[src/rtl/tpu_pkg.sv]
`default_nettype none
// ============================================================================
// Module      : tpu_pkg
// Description : Shared defaults, FSM encoding and accumulator sizing for the
//               systolic matrix-multiply stage.
// Revision    : 1.0 - initial release
// ============================================================================
package tpu_pkg;

    localparam int c_def_d_w = 8;
    localparam int c_def_n   = 2;
    localparam int c_def_k   = 2;
    localparam int c_def_l   = 2;

    typedef enum logic [1:0] {
        IDLE = 2'b00,
        RUN  = 2'b01,
        HOLD = 2'b10
    } state_t;

    // Wide enough that K full-scale unsigned products never wrap.
    function automatic int acc_width(input int d_w, input int k);
        return 2 * d_w + $clog2(k);
    endfunction

endpackage
`default_nettype wire

[src/rtl/systolic_array_pe.sv]
`default_nettype none
// ============================================================================
// Module      : pe
// Description : One mesh cell: forwards X east and Y south through a register
//               each, and accumulates x*y when both incoming operands are valid.
// Revision    : 1.0 - initial release
// ============================================================================
module pe #(
    parameter int D_W   = 8,
    parameter int ACC_W = 17
) (
    input  logic             clk,
    input  logic             rst_n,
    input  logic             i_clr,
    input  logic [D_W-1:0]   i_x,
    input  logic             i_x_vld,
    input  logic [D_W-1:0]   i_y,
    input  logic             i_y_vld,
    output logic [D_W-1:0]   o_x,
    output logic             o_x_vld,
    output logic [D_W-1:0]   o_y,
    output logic             o_y_vld,
    output logic [ACC_W-1:0] o_acc
);

    logic [D_W-1:0]   r_x;
    logic             r_x_vld;
    logic [D_W-1:0]   r_y;
    logic             r_y_vld;
    logic [ACC_W-1:0] r_acc;
    logic [2*D_W-1:0] w_prod;

    assign w_prod = {{D_W{1'b0}}, i_x} * {{D_W{1'b0}}, i_y};

    always_ff @(posedge clk or negedge rst_n) begin
        if (!rst_n) begin
            r_x     <= '0;
            r_x_vld <= 1'b0;
            r_y     <= '0;
            r_y_vld <= 1'b0;
            r_acc   <= '0;
        end else begin
            r_x     <= i_x;
            r_x_vld <= i_x_vld;
            r_y     <= i_y;
            r_y_vld <= i_y_vld;
            if (i_clr) begin
                r_acc <= '0;
            end else if (i_x_vld && i_y_vld) begin
                r_acc <= r_acc + ACC_W'(w_prod);
            end
        end
    end

    assign o_x     = r_x;
    assign o_x_vld = r_x_vld;
    assign o_y     = r_y;
    assign o_y_vld = r_y_vld;
    assign o_acc   = r_acc;

endmodule
`default_nettype wire

[src/rtl/systolic_array.sv]
`default_nettype none
// ============================================================================
// Module      : systolic_array
// Description : Output-stationary NxN MAC mesh computing C = A*B from skewed
//               row/column operand streams; holds the result and pulses done.
// Revision    : 1.0 - initial release
// ============================================================================
module systolic_array
    import tpu_pkg::*;
#(
    parameter  int D_W   = c_def_d_w,
    parameter  int N     = c_def_n,
    parameter  int K     = c_def_k,
    parameter  int L     = c_def_l,
    localparam int ACC_W = acc_width(D_W, K)
) (
    input  logic                 clk,
    input  logic                 rst_n,
    input  logic [N*D_W-1:0]     in_x_flat,
    input  logic [N*D_W-1:0]     in_y_flat,
    input  logic                 in_init,
    output logic [N*N*ACC_W-1:0] result_flat,
    output logic                 busy,
    output logic                 done
);

    // Counter value during the cycle whose closing edge is the last accumulate.
    localparam int c_last  = L + 2*N + K - 3;
    localparam int c_cnt_w = (c_last > 1) ? $clog2(c_last + 1) : 1;

    state_t             r_state;
    logic [c_cnt_w-1:0] r_cnt;
    logic               r_busy;
    logic               r_done;
    logic               w_start;
    logic [31:0]        w_cnt32;
    logic [N-1:0]       w_lane_vld;

    logic [D_W-1:0]   w_x   [N][N+1];
    logic             w_xv  [N][N+1];
    logic [D_W-1:0]   w_y   [N+1][N];
    logic             w_yv  [N+1][N];
    logic [ACC_W-1:0] w_acc [N][N];

    assign w_start = in_init && (r_state != RUN);
    assign w_cnt32 = 32'(r_cnt);

    always_ff @(posedge clk or negedge rst_n) begin
        if (!rst_n) begin
            r_state <= IDLE;
            r_cnt   <= '0;
            r_busy  <= 1'b0;
            r_done  <= 1'b0;
        end else begin
            r_done <= 1'b0;
            case (r_state)
                RUN: begin
                    if (r_cnt == c_cnt_w'(c_last)) begin
                        r_state <= HOLD;
                        r_busy  <= 1'b0;
                        r_done  <= 1'b1;
                    end else begin
                        r_cnt <= r_cnt + 1'b1;
                    end
                end
                default: begin
                    if (in_init) begin
                        r_state <= RUN;
                        r_cnt   <= '0;
                        r_busy  <= 1'b1;
                    end
                end
            endcase
        end
    end

    assign busy = r_busy;
    assign done = r_done;

    // Row lane r and column lane r share the same skewed validity window.
    generate
        for (genvar r = 0; r < N; r++) begin : g_lane
            assign w_lane_vld[r] = (r_state == RUN)
                                && (w_cnt32 >= 32'(L + r))
                                && (w_cnt32 <  32'(L + r + K));
            assign w_x[r][0]  = in_x_flat[(r+1)*D_W-1 -: D_W];
            assign w_xv[r][0] = w_lane_vld[r];
            assign w_y[0][r]  = in_y_flat[(r+1)*D_W-1 -: D_W];
            assign w_yv[0][r] = w_lane_vld[r];
        end

        for (genvar i = 0; i < N; i++) begin : g_row
            for (genvar j = 0; j < N; j++) begin : g_col
                pe #(
                    .D_W   (D_W),
                    .ACC_W (ACC_W)
                ) u_pe (
                    .clk     (clk),
                    .rst_n   (rst_n),
                    .i_clr   (w_start),
                    .i_x     (w_x[i][j]),
                    .i_x_vld (w_xv[i][j]),
                    .i_y     (w_y[i][j]),
                    .i_y_vld (w_yv[i][j]),
                    .o_x     (w_x[i][j+1]),
                    .o_x_vld (w_xv[i][j+1]),
                    .o_y     (w_y[i+1][j]),
                    .o_y_vld (w_yv[i+1][j]),
                    .o_acc   (w_acc[i][j])
                );
                assign result_flat[(i*N+j+1)*ACC_W-1 -: ACC_W] = w_acc[i][j];
            end
        end

        // Operands leaving the east and south edges have no consumer.
        for (genvar e = 0; e < N; e++) begin : g_edge
            logic w_unused_edge;
            assign w_unused_edge = ^{w_x[e][N], w_xv[e][N], w_y[N][e], w_yv[N][e]};
        end
    endgenerate

endmodule
`default_nettype wire

[config.mk]
export PLATFORM = sky130hd
export DESIGN_NAME = systolic_array
export DESIGN_NICKNAME = d
export VERILOG_FILES = /design/src/rtl/tpu_pkg.sv /design/src/rtl/systolic_array_pe.sv /design/src/rtl/systolic_array.sv
export SDC_FILE = /design/constraint.sdc
export NUM_CORES = 1
export LEC_CHECK = 0
export BUFFER_PORTS_ARGS = -buffer_cell sky130_fd_sc_hd__buf_2
export CORE_ASPECT_RATIO = 2
export CORE_MARGIN = 2
export CORE_UTILIZATION = 55
export CTS_CLUSTER_SIZE = 28
export DETAILED_ROUTE_END_ITERATION = 16
export HOLD_SLACK_MARGIN = 0.15
export PLACE_DENSITY_LB_ADDON = 0.15
export SKIP_CTS_REPAIR_TIMING = 1
export SLEW_MARGIN = 20
export SYNTH_ARGS = -nofsm -noshare
export SYNTH_HDL_FRONTEND = slang
export SYNTH_HIERARCHICAL = 1
export SYNTH_SLANG_ARGS = --single-unit
export TNS_END_PERCENT = 30
[constraint.sdc]
create_clock -name clk -period 4.66 [get_ports clk]
set_clock_uncertainty 0.1 [all_clocks]
set_input_delay 0.932 -clock clk [delete_from_list [all_inputs] [get_ports clk]]
set_output_delay 0.932 -clock clk [all_outputs]
set_load 0.1 [all_outputs]
==> results.yml <==
floorplan:
  die_height_um: 235
  row_count: 84
  ios: 105
  die_w_um: 119
  initial_core_util_pct: 55.8
  coreArea_um2: 26300
  die-area_um2: 28100
cts:
  clock_sinks: 110
  clk_latency_ns: 0.38
  clk_pin_slew_ns: 0.07
  numCtsBuffers: 9
  cts_root_buf: "clkbuf_16"
  max-clock-path-buffers: 2
  cts-htree-levels: 3
  cts_tree: "done"
placed_design:
  dp.final_hpwl_um: 30400
  place_area_um2: 16600
  numPortBuffers: 104
  place.gp.congestion: 0.871
layout:
  fillers: 2309
  layout_commonest_cell: "inv_1"
  n_antenna_cell: 0
  multi_input_area_um2: 10700
  syn2layout_area_growth_pct: 17.1
  layout_common_cells: "inv_1, nand2_1, fa_1"
  layout-drive-gt1-share_pct: 19.3
  fin_area_um2: 17200
  finalNetCount: 2235
  final_util_pct: 65.3
  final-seq-area_um2: 2770
synthesis:
  netlist_instances: 1636
  yosysWarnings: 6
  syn_nets: 2027
  synth.cell_area_um2: 14700
  avgSynthCellArea_um2: 8.96
setup_path:
  end_kind: "flop"
  reg2reg_to: "g_row[0].g_col[1].u_pe/o_acc[16]"
  cp_max_fo: 7
  critical_path.max_stage_delay_ns: 0.56
  critPathKind: "in -> reg"
  path_cells: "buf_12 -> and2_4 -> fa_1 -> fa_1 -> fa_1 -> inv_2 -> fa_1 -> inv_2 -> ha_4 -> and3_4 -> or3b_4 -> o21a_1 -> o31ai_2 -> mux2_1"
  cp-start-kind: "input pin"
  path_delay_family: "adder cells"
  worst_path_max_delay_cell: "fa_1"
  cp.required_ns: 4.82
  crit_buf_inv: 3
  rr_worst_depth: 16
  path_common_cell: "fa_1"
  reg2reg_from: "g_row[0].g_col[0].u_pe/o_x[5]"
  cp.arrival_ns: 4.96
  r2r_setup_slack_ns: -0.04
job:
  max_cap_viol_count: 0
min_path:
  min_to: "r_state[1]"
  hold_depth: 1
  hold_path.class: "reg -> reg"
  worstHoldStart: "r_state[1]"
sta:
  finalCritPeriodShare_pct: 103
  fmax_mhz: 208
  fin_crit_ns: 4.80
  setup_viol: 7
  timing.hold.ws_ns: 0.395
  slew_headroom_pct: 38.8
  worst_slew_pin_slew_ns: 0.918
  hold_viol: 0
  rsz0062_at_grt: "yes"
  tns_ns: -0.345
  maxSlewViolCount: 0
  worst_slack_ns: -0.140
grt:
  grt_overflow: 0
  grt_pass1_wl_um: 61500
  grtUsageTotal_pct: 27.8
  grt_max_degree: 57
  grt_pass1_vias: 12879
  antenna_found_initial: 0
power:
  power_w: 0.0123
  power_density_nw_per_um2: 716
  ir_drop_mv: 0.706
  p_leak_nw: 9.21
routing:
  drtIter0Drc: 405
  via_count: 11651
  via_per_inst: 5.31
  routedWlPerCell_um: 16.8
  dr.pass1.iters: 6
  wl_um: 36800
  remaining_drc_errors: 0
  drtAntennaViolNets: 0
outcome:
  violations: "negative setup slack"
  outcome: "finished, violations left"
layout make-up:
type	count	share of cell area, %
clock inverter	2	0.0802
sequential	110	16.1
timing repair buffer	229	8.93
clock buffer	14	1.65
tap	344	2.51
inverter	394	8.62
multi-input combinational	1100	62.1
flip-flops by register name, summed over array words and instances, names as in the netlist:
signal,cells
g_row.g_col.u_pe/o_y_vld,2
busy,1
r_cnt,3
g_row.g_col.u_pe/o_acc,68
g_row.g_col.u_pe/o_y,16
r_state,1
g_row.g_col.u_pe/o_x,16
g_row.g_col.u_pe/o_x_vld,2
done,1
through the flow:
stage / setup WS, ns / std cells
after floorplan: -0.312 / 1636
after global placement: -0.601 / 2175
after detailed placement: -0.661 / 2175
after CTS: -0.253 / 2191
after global routing: -0.225 / 2193
final: -0.140 / 2193
power by group:
group | switching (W) | internal (W)
Sequential | 0.000255 | 0.00120
Combinational | 0.00609 | 0.00395
Clock | 0.000385 | 0.000422
Total | 0.00673 | 0.00556
worst max path at each step:
stage / startpoint / slack [ns] / endpoint / depth (start not counted)
4_1_cts: in_y_flat[12] / -0.25 / g_row[0].g_col[1].u_pe/o_acc[16] / 16
3_5_place_dp: in_y_flat[12] / -0.66 / g_row[0].g_col[1].u_pe/o_acc[16] / 16
5_1_grt: in_y_flat[13] / -0.22 / g_row[0].g_col[1].u_pe/o_acc[16] / 14
2_1_floorplan: in_y_flat[8] / -0.31 / g_row[0].g_col[1].u_pe/o_acc[16] / 16
6_report: in_y_flat[13] / -0.14 / g_row[0].g_col[1].u_pe/o_acc[16] / 14
3_3_place_gp: in_y_flat[13] / -0.60 / g_row[0].g_col[1].u_pe/o_acc[16] / 14
per-layer routing:
| metal | up-vias | share of wire (%) | track usage (%) | wire, um |
|---|---|---|---|---|
| met4 | 0 | 5.9 | 14.8 | 2150 |
| li1 | 5491 | - | - | - |
| met5 | - | 0 | 0 | 0 |
| met3 | 111 | 2.5 | 3.79 | 907 |
| met2 | 230 | 58 | 53.9 | 21300 |
| met1 | 5819 | 34 | 27.8 | 12500 |
No activity file was read; power rests on OpenSTA's default activity.
